==> config.mk <==
export PLATFORM = sky130hd
export DESIGN_NAME = atm_session_ctrl_flat
export DESIGN_NICKNAME = d
export VERILOG_FILES = /design/src/rtl/atm_pkg.sv /design/src/rtl/atm_session_ctrl_if.sv /design/src/rtl/atm_timeout_timer.sv /design/src/rtl/atm_session_ctrl.sv /design/src/flat_wrapper.sv
export SDC_FILE = /design/constraint.sdc
export NUM_CORES = 1
export LEC_CHECK = 0
export CAP_MARGIN = 0
export CORE_UTILIZATION = 52
export CTS_CLUSTER_SIZE = 14
export DETAILED_ROUTE_END_ITERATION = 8
export DONT_BUFFER_PORTS = 1
export PLACE_DENSITY = 0.71
export SKIP_CTS_REPAIR_TIMING = 1
export SLEW_MARGIN = 20
export SYNTH_ARGS = -nofsm -noshare
export SYNTH_HDL_FRONTEND = slang
export SYNTH_SLANG_ARGS = --single-unit
==> constraint.sdc <==
create_clock -name clk -period 3.95 [get_ports clk]
set_input_delay 0.79 -clock clk [delete_from_list [all_inputs] [get_ports clk]]
set_output_delay 0.79 -clock clk [all_outputs]
set_load 0.005 [all_outputs]
==> src/rtl/atm_pkg.sv <==
// Shared encodings for the ATM session controller: FSM states, op codes, error codes.
package atm_pkg;

    typedef enum logic [3:0] {
        StIdle     = 4'd0,
        StLang     = 4'd1,
        StPin      = 4'd2,
        StMenu     = 4'd3,
        StWithdraw = 4'd4,
        StDeposit  = 4'd5,
        StInquiry  = 4'd6,
        StMore     = 4'd7,
        StEject    = 4'd8
    } atm_state_e;

    localparam logic [1:0] OpWithdraw = 2'b00;
    localparam logic [1:0] OpDeposit  = 2'b01;
    localparam logic [1:0] OpInquiry  = 2'b10;
    localparam logic [1:0] OpExit     = 2'b11;

    localparam logic [2:0] ErrNone     = 3'd0;
    localparam logic [2:0] ErrPinWrong = 3'd1;
    localparam logic [2:0] ErrCardKept = 3'd2;
    localparam logic [2:0] ErrFunds    = 3'd3;
    localparam logic [2:0] ErrLimit    = 3'd4;
    localparam logic [2:0] ErrOverflow = 3'd5;
    localparam logic [2:0] ErrTimeout  = 3'd6;
    localparam logic [2:0] ErrZeroDep  = 3'd7;

endpackage

==> src/rtl/atm_session_ctrl_if.sv <==
// Customer-facing request/response bundle of the ATM session controller.
interface atm_session_ctrl_if #(
    parameter int unsigned BAL_W = 20
);
    logic             card_in;
    logic [BAL_W-1:0] acct_balance;
    logic             lang_valid;
    logic             lang_sel;
    logic             pin_valid;
    logic             pin_ok;
    logic             op_valid;
    logic [1:0]       op;
    logic [BAL_W-1:0] amount;
    logic             more_valid;
    logic             more;
    logic [BAL_W-1:0] balance;
    logic             lang;
    logic [3:0]       state;
    logic             op_done;
    logic             err_valid;
    logic [2:0]       err_code;
    logic             card_out;
    logic             card_retained;

    // Host side: drives requests, observes session status.
    modport master (
        output card_in, acct_balance, lang_valid, lang_sel, pin_valid, pin_ok,
               op_valid, op, amount, more_valid, more,
        input  balance, lang, state, op_done, err_valid, err_code, card_out, card_retained
    );

    // Controller side.
    modport slave (
        input  card_in, acct_balance, lang_valid, lang_sel, pin_valid, pin_ok,
               op_valid, op, amount, more_valid, more,
        output balance, lang, state, op_done, err_valid, err_code, card_out, card_retained
    );
endinterface

==> src/rtl/atm_timeout_timer.sv <==
// Per-state inactivity timer; expire holds once the count reaches TIMEOUT_CYC-1.
module atm_timeout_timer #(
    parameter int unsigned TIMEOUT_CYC = 1024
) (
    input  logic clk,
    input  logic rst,
    input  logic clear,
    output logic expire
);
    localparam int unsigned CntW = (TIMEOUT_CYC > 1) ? $clog2(TIMEOUT_CYC) : 1;
    localparam logic [CntW-1:0] CntMax = CntW'(TIMEOUT_CYC - 1);

    logic [CntW-1:0] count_q, count_d;

    // Count up and saturate at the expiry value; clear wins.
    always_comb begin
        count_d = count_q;
        if (clear) begin
            count_d = '0;
        end else if (count_q != CntMax) begin
            count_d = count_q + CntW'(1);
        end
    end

    // Counter register.
    always_ff @(posedge clk or negedge rst) begin
        if (!rst) begin
            count_q <= '0;
        end else begin
            count_q <= count_d;
        end
    end

    assign expire = (count_q == CntMax);

endmodule

==> src/rtl/atm_session_ctrl.sv <==
// ATM session controller: card, language, PIN, menu operations, ejection and timeouts.
module atm_session_ctrl
    import atm_pkg::*;
#(
    parameter int unsigned BAL_W       = 20,
    parameter int unsigned PIN_TRIES   = 3,
    parameter int unsigned TIMEOUT_CYC = 1024,
    parameter int unsigned WD_LIMIT    = 5000
) (
    input  logic                clk,
    input  logic                rst,
    atm_session_ctrl_if.slave   bus
);
    localparam int unsigned TriesW = $clog2(PIN_TRIES + 1);
    localparam logic [TriesW-1:0] TriesMax = TriesW'(PIN_TRIES);
    localparam logic [BAL_W:0] WdLimit = (BAL_W + 1)'(WD_LIMIT);

    atm_state_e        state_q, state_d;
    logic [BAL_W-1:0]  balance_q, balance_d;
    logic [BAL_W-1:0]  amount_q, amount_d;
    logic [BAL_W:0]    withdrawn_q, withdrawn_d;
    logic [TriesW-1:0] tries_q, tries_d;
    logic              lang_q, lang_d;
    logic              op_done_q, op_done_d;
    logic              err_valid_q, err_valid_d;
    logic [2:0]        err_code_q, err_code_d;
    logic              card_out_q, card_out_d;
    logic              card_retained_q, card_retained_d;

    logic              accepted;
    logic              expire;
    logic              timer_clear;
    logic [BAL_W:0]    bal_ext, amt_ext, wd_sum, dep_sum;
    logic [TriesW-1:0] tries_inc;

    // One extra bit so over-balance, limit and overflow tests never wrap.
    assign bal_ext   = {1'b0, balance_q};
    assign amt_ext   = {1'b0, amount_q};
    assign wd_sum    = withdrawn_q + amt_ext;
    assign dep_sum   = bal_ext + amt_ext;
    assign tries_inc = tries_q + TriesW'(1);

    assign timer_clear = accepted || (state_d != state_q);

    atm_timeout_timer #(
        .TIMEOUT_CYC (TIMEOUT_CYC)
    ) u_timer (
        .clk    (clk),
        .rst    (rst),
        .clear  (timer_clear),
        .expire (expire)
    );

    // Next-state, datapath updates and pulse generation.
    always_comb begin
        state_d         = state_q;
        balance_d       = balance_q;
        amount_d        = amount_q;
        withdrawn_d     = withdrawn_q;
        tries_d         = tries_q;
        lang_d          = lang_q;
        op_done_d       = 1'b0;
        err_valid_d     = 1'b0;
        err_code_d      = err_code_q;
        card_out_d      = 1'b0;
        card_retained_d = 1'b0;
        accepted        = 1'b0;

        unique case (state_q)
            StIdle: begin
                if (bus.card_in) begin
                    accepted    = 1'b1;
                    state_d     = StLang;
                    balance_d   = bus.acct_balance;
                    tries_d     = '0;
                    withdrawn_d = '0;
                end
            end
            StLang: begin
                if (bus.lang_valid) begin
                    accepted = 1'b1;
                    state_d  = StPin;
                    lang_d   = bus.lang_sel;
                end else if (expire) begin
                    state_d     = StEject;
                    err_valid_d = 1'b1;
                    err_code_d  = ErrTimeout;
                end
            end
            StPin: begin
                if (bus.pin_valid) begin
                    accepted = 1'b1;
                    if (bus.pin_ok) begin
                        state_d = StMenu;
                        tries_d = '0;
                    end else begin
                        tries_d     = tries_inc;
                        err_valid_d = 1'b1;
                        if (tries_inc >= TriesMax) begin
                            // Card is swallowed: no card_out on this path.
                            state_d         = StIdle;
                            card_retained_d = 1'b1;
                            err_code_d      = ErrCardKept;
                        end else begin
                            err_code_d = ErrPinWrong;
                        end
                    end
                end else if (expire) begin
                    state_d     = StEject;
                    err_valid_d = 1'b1;
                    err_code_d  = ErrTimeout;
                end
            end
            StMenu: begin
                if (bus.op_valid) begin
                    accepted = 1'b1;
                    amount_d = bus.amount;
                    unique case (bus.op)
                        OpWithdraw: state_d = StWithdraw;
                        OpDeposit:  state_d = StDeposit;
                        OpInquiry:  state_d = StInquiry;
                        default:    state_d = StEject;
                    endcase
                end else if (expire) begin
                    state_d     = StEject;
                    err_valid_d = 1'b1;
                    err_code_d  = ErrTimeout;
                end
            end
            StWithdraw: begin
                state_d = StMore;
                if (amount_q == '0 || amt_ext > bal_ext) begin
                    err_valid_d = 1'b1;
                    err_code_d  = ErrFunds;
                end else if (wd_sum > WdLimit) begin
                    err_valid_d = 1'b1;
                    err_code_d  = ErrLimit;
                end else begin
                    // wd_sum <= WdLimit here, so the session total never passes the limit.
                    balance_d   = balance_q - amount_q;
                    withdrawn_d = wd_sum;
                    op_done_d   = 1'b1;
                end
            end
            StDeposit: begin
                state_d = StMore;
                if (amount_q == '0) begin
                    err_valid_d = 1'b1;
                    err_code_d  = ErrZeroDep;
                end else if (dep_sum[BAL_W]) begin
                    err_valid_d = 1'b1;
                    err_code_d  = ErrOverflow;
                end else begin
                    balance_d = dep_sum[BAL_W-1:0];
                    op_done_d = 1'b1;
                end
            end
            StInquiry: begin
                state_d   = StMore;
                op_done_d = 1'b1;
            end
            StMore: begin
                if (bus.more_valid) begin
                    accepted = 1'b1;
                    state_d  = bus.more ? StMenu : StEject;
                end else if (expire) begin
                    state_d     = StEject;
                    err_valid_d = 1'b1;
                    err_code_d  = ErrTimeout;
                end
            end
            StEject: begin
                state_d    = StIdle;
                card_out_d = 1'b1;
            end
            default: state_d = StIdle;
        endcase
    end

    // Session state registers; reset aborts any transaction in flight.
    always_ff @(posedge clk or negedge rst) begin
        if (!rst) begin
            state_q         <= StIdle;
            balance_q       <= '0;
            amount_q        <= '0;
            withdrawn_q     <= '0;
            tries_q         <= '0;
            lang_q          <= 1'b0;
            op_done_q       <= 1'b0;
            err_valid_q     <= 1'b0;
            err_code_q      <= ErrNone;
            card_out_q      <= 1'b0;
            card_retained_q <= 1'b0;
        end else begin
            state_q         <= state_d;
            balance_q       <= balance_d;
            amount_q        <= amount_d;
            withdrawn_q     <= withdrawn_d;
            tries_q         <= tries_d;
            lang_q          <= lang_d;
            op_done_q       <= op_done_d;
            err_valid_q     <= err_valid_d;
            err_code_q      <= err_code_d;
            card_out_q      <= card_out_d;
            card_retained_q <= card_retained_d;
        end
    end

    assign bus.balance       = balance_q;
    assign bus.lang          = lang_q;
    assign bus.state         = state_q;
    assign bus.op_done       = op_done_q;
    assign bus.err_valid     = err_valid_q;
    assign bus.err_code      = err_code_q;
    assign bus.card_out      = card_out_q;
    assign bus.card_retained = card_retained_q;

endmodule

==> src/flat_wrapper.sv <==
// flat-port wrapper written by rule: the top's interface ports become plain ports
module atm_session_ctrl_flat import atm_pkg::*;
#(
    parameter int unsigned BAL_W       = 20,
    parameter int unsigned PIN_TRIES   = 3,
    parameter int unsigned TIMEOUT_CYC = 1024,
    parameter int unsigned WD_LIMIT    = 5000
)
  (clk, rst, bus_card_in, bus_acct_balance, bus_lang_valid, bus_lang_sel, bus_pin_valid, bus_pin_ok, bus_op_valid, bus_op, bus_amount, bus_more_valid, bus_more, bus_balance, bus_lang, bus_state, bus_op_done, bus_err_valid, bus_err_code, bus_card_out, bus_card_retained);
  atm_session_ctrl_if #(.BAL_W(BAL_W)) bus_i ();
  input  logic clk;
  input  logic rst;
  input wire logic [$bits(bus_i.card_in)-1:0] bus_card_in;
  input wire logic [$bits(bus_i.acct_balance)-1:0] bus_acct_balance;
  input wire logic [$bits(bus_i.lang_valid)-1:0] bus_lang_valid;
  input wire logic [$bits(bus_i.lang_sel)-1:0] bus_lang_sel;
  input wire logic [$bits(bus_i.pin_valid)-1:0] bus_pin_valid;
  input wire logic [$bits(bus_i.pin_ok)-1:0] bus_pin_ok;
  input wire logic [$bits(bus_i.op_valid)-1:0] bus_op_valid;
  input wire logic [$bits(bus_i.op)-1:0] bus_op;
  input wire logic [$bits(bus_i.amount)-1:0] bus_amount;
  input wire logic [$bits(bus_i.more_valid)-1:0] bus_more_valid;
  input wire logic [$bits(bus_i.more)-1:0] bus_more;
  output wire logic [$bits(bus_i.balance)-1:0] bus_balance;
  output wire logic [$bits(bus_i.lang)-1:0] bus_lang;
  output wire logic [$bits(bus_i.state)-1:0] bus_state;
  output wire logic [$bits(bus_i.op_done)-1:0] bus_op_done;
  output wire logic [$bits(bus_i.err_valid)-1:0] bus_err_valid;
  output wire logic [$bits(bus_i.err_code)-1:0] bus_err_code;
  output wire logic [$bits(bus_i.card_out)-1:0] bus_card_out;
  output wire logic [$bits(bus_i.card_retained)-1:0] bus_card_retained;
  assign bus_i.card_in = bus_card_in;
  assign bus_i.acct_balance = bus_acct_balance;
  assign bus_i.lang_valid = bus_lang_valid;
  assign bus_i.lang_sel = bus_lang_sel;
  assign bus_i.pin_valid = bus_pin_valid;
  assign bus_i.pin_ok = bus_pin_ok;
  assign bus_i.op_valid = bus_op_valid;
  assign bus_i.op = bus_op;
  assign bus_i.amount = bus_amount;
  assign bus_i.more_valid = bus_more_valid;
  assign bus_i.more = bus_more;
  assign bus_balance = bus_i.balance;
  assign bus_lang = bus_i.lang;
  assign bus_state = bus_i.state;
  assign bus_op_done = bus_i.op_done;
  assign bus_err_valid = bus_i.err_valid;
  assign bus_err_code = bus_i.err_code;
  assign bus_card_out = bus_i.card_out;
  assign bus_card_retained = bus_i.card_retained;
  atm_session_ctrl #(.BAL_W(BAL_W), .PIN_TRIES(PIN_TRIES), .TIMEOUT_CYC(TIMEOUT_CYC), .WD_LIMIT(WD_LIMIT)) u_core (.clk(clk), .rst(rst), .bus(bus_i));
endmodule
==> qor.yml <==
grt_setup_unrepaired: "false"
io_pins: 84
die_w_um: 121
slowest_delay_ns: 0.47
vias: 6397
cp-end-kind: "register"
clk_latency_ns: 0.36
whs_ns: 0.119
synth.area.mux_share_pct: 9.67
synth_top_area_share_pct: 28.9
hold_viol: 0
maxCapViolCount: 0
finalSetupTns_ns: 0
antenna_found_initial: 3
finish.net_count: 960
cts_tree: "built"
grt_overflow: 0
layout-drive-gt1-share_pct: 12.2
dp_hpwl_mm: 14.0
die_h_um: 121
yosysTopAreaCell: "dfrtp_1"
synth_top_family_by_area: "compound AO/OA/AOI/OAI gates"
max_freq_mhz: 270
initial_core_util_pct: 53.2
worstReg2RegStart: "u_core.amount_q[2]$_DFFE_PN0P_"
viasPerCell: 6.21
worst_clock_skew_ns: 0.0131
crit_path_max_fanout: 20
setup_ws_ns: 0.242
synth-seq-cells: 85
yosysSeqAreaShare_pct: 28.9
clockBufferDepth: 2
min_path_type: "input pin to async pin"
cp_cell_sequence: "inv_1 > ha_1 > nand2b_1 > a221oi_1 > o22a_2 > a2111oi_4 > o41ai_4 > a311oi_2 > nor2_1 > nor2_1 > o21ai_2 > buf_6 > mux2_4"
slew_viol_final: 0
grt_pass1_vias: 5978
synth_nets: 970
dp.cells: 1011
core_um2: 13800
synthFlopType: "dfrtp_1"
grt_max_degree: 86
grt_util_all_layers_pct: 27.0
synth_edf_count: 0
crit_buf_inv: 2
vdd_drop_max_uv: 338
met1_usage_pct: 38.6
cp_common_cell: "nor2_1"
crit_family: "compound AO/OA/AOI/OAI gates"
rows: 43
cts.reportedPaths.clkPinSlew_ns: 0.07
syn_inst: 853
p_leak_nw: 3.57
synth-async-reset-ratio_pct: 100
nFillCells: 1200
post_dp_cell_area_um2: 7540
avgRoutedWirePerCell_um: 18.5
synth_compound_area_share_pct: 23.8
ant_nets: 0
finalSetupViolCount: 0
port_buffers: 0
stdcell_area_um2: 7870
met2_usage_pct: 39.9
drc: 0
synth_cell_types: 73
synthXorXnorAreaFrac_pct: 3.21
wl_mm: 19.1
p_per_area_nw_per_um2: 972
slew_headroom_pct: 29.5
numCtsBuffers: 9
place_congestion: 0.901
synth_area_um2: 7360
crit_path_start: "u_core.amount_q[2]$_DFFE_PN0P_"
grt-busiest-layer: "met2"
worstPathRequired_ns: 4.19
syn_avg_cell_area_um2: 8.63
synth.area.top_cells: "dfrtp_1 (29%), ha_1 (11%), nor2_1 (4.7%), mux2_2 (4.4%), a21oi_1 (4.3%)"
cp_slowest_cell: "o41ai_4"
worst_pin_slew_ns: 1.06
min_period_ns: 3.71
yosys.area_share.simple_pct: 17.2
cp.arrival_ns: 3.94
status: "finished, final reports clean"
grt_pass1_wl_mm: 30.9
cts_max_level: 3
r2r_slack_ns: 0.24
syn2layout_area_growth_pct: 6.83
critical_path_class: "register to register"
cts_sinks: 85
pre_cts_ws_ns: 0.209
cp-start-kind: "register"
drt_iter0_markers: 499
drt-pass1-iter-count: 4
synth-warning-count: 0
cts_root_buf: "clkbuf_16"
period_share_pct: 93.9
use_met3_pct: 4.98
stdcell_count: 1030
synthAdderAreaFrac_pct: 11.4
die_area_um2: 14600
cell families (layout without fill, tap and decap cells):
kind of cell | count (synthesis) | after routing
buffers and inverters | 108 | 102
adders and majority gates | 65 | 65
muxes | 58 | 58
xor gates and xnor gates | 27 | 27
other | 0 | 3
AOI/OAI and AO/OA | 253 | 253
and+or+nand+nor | 257 | 257
DFF | 85 | 85
path summary, 6_finish.rpt:
check,endpoint,cells past startpoint
worst max-delay path,u_core.bus.balance[6]$_DFFE_PN0P_,13
worst min-delay path,u_core.withdrawn_q[11]$_DFFE_PN0P_,0
worst max register to register,u_core.bus.balance[6]$_DFFE_PN0P_,13
worst min register to register,u_core.tries_q[1]$_DFFE_PN0P_,2
max in group asynchronous,u_core.amount_q[12]$_DFFE_PN0P_,0
min in group clk,u_core.tries_q[1]$_DFFE_PN0P_,2
report_power, final:
part	switching (mW)	total [mW]	internal, mW
sequential	0.472	1.66	1.19
clock	0.384	0.891	0.507
combinational	2.89	5.09	2.21
final cells by class:
class	instances	area (um^2)	share of cell area, %
multi-input cells	660	4810	61.2
flip-flops and latches	85	2130	27.0
inverters	70	263	3.34
clock buffers	10	239	3.04
well taps	180	225	2.86
repair buffers	17	131	1.67
clock inverters	5	60.1	0.764
diodes	3	7.51	0.0955
cells in the final DEF, fill, tap and decap left out, types with 8 or more instances in the layout:
cell type  instances
inv_1             70
nor2_1            93
a211oi_1          11
nand3_1           19
o21bai_1           9
xor2_1            10
o21ai_0           57
a31oi_1            8
a21o_1            12
a21oi_1           63
xnor2_1           17
nand2b_1          14
nor2b_1            8
a221o_1            8
mux2_2            29
nand2_1           49
nor3_1            15
ha_1              61
and3_1            14
buf_4             16
clkbuf_16          9
mux2_4            19
o221ai_1           8
mux2i_1           10
dfrtp_1           85
o211ai_1           9
sequential cells by signal (all words and copies together), names as in the netlist:
| register | count |
|---|---|
| u_core.bus.card_out | 1 |
| u_core.amount_q | 20 |
| u_core.bus.card_retained | 1 |
| u_core.bus.balance | 20 |
| u_core.bus.op_done | 1 |
| u_core.u_timer.count_q | 10 |
| u_core.bus.state | 4 |
| u_core.bus.err_code | 3 |
| u_core.tries_q | 2 |
| u_core.withdrawn_q | 21 |
| u_core.bus.lang | 1 |
| u_core.bus.err_valid | 1 |
routing by layer:
metal	part of all wire [%]	up-vias
met1	47	3065
li1	-	3074
met2	44	220
met5	0	-
met4	2.6	0
met3	6.4	38
Yosys cell counts, types with 9 or more instances:
cell type	n
nor3_1	16
o211ai_1	9
o21ai_0	57
ha_1	62
a211oi_1	11
buf_2	9
nand2b_1	14
nor2_1	93
mux2i_1	10
and3_1	14
nand2_1	49
mux2_2	29
xor2_1	10
o21bai_1	9
mux2_4	19
a21o_1	12
nand3_1	19
inv_1	70
a21oi_1	63
xnor2_1	17
clkbuf_1	22
dfrtp_1	85
stage by stage:
| step | utilization (%) | power [mW] |
|---|---|---|
| 2_1_floorplan | - | 5.54 |
| 6_report | 56.9 | 7.64 |
| 3_3_place_gp | 54.6 | 6.54 |
| 4_1_cts | 56.7 | 7.57 |
| 5_1_grt | 56.9 | 8.26 |
| 3_5_place_dp | 54.6 | 6.65 |
Power figures use the tool's default switching activity.
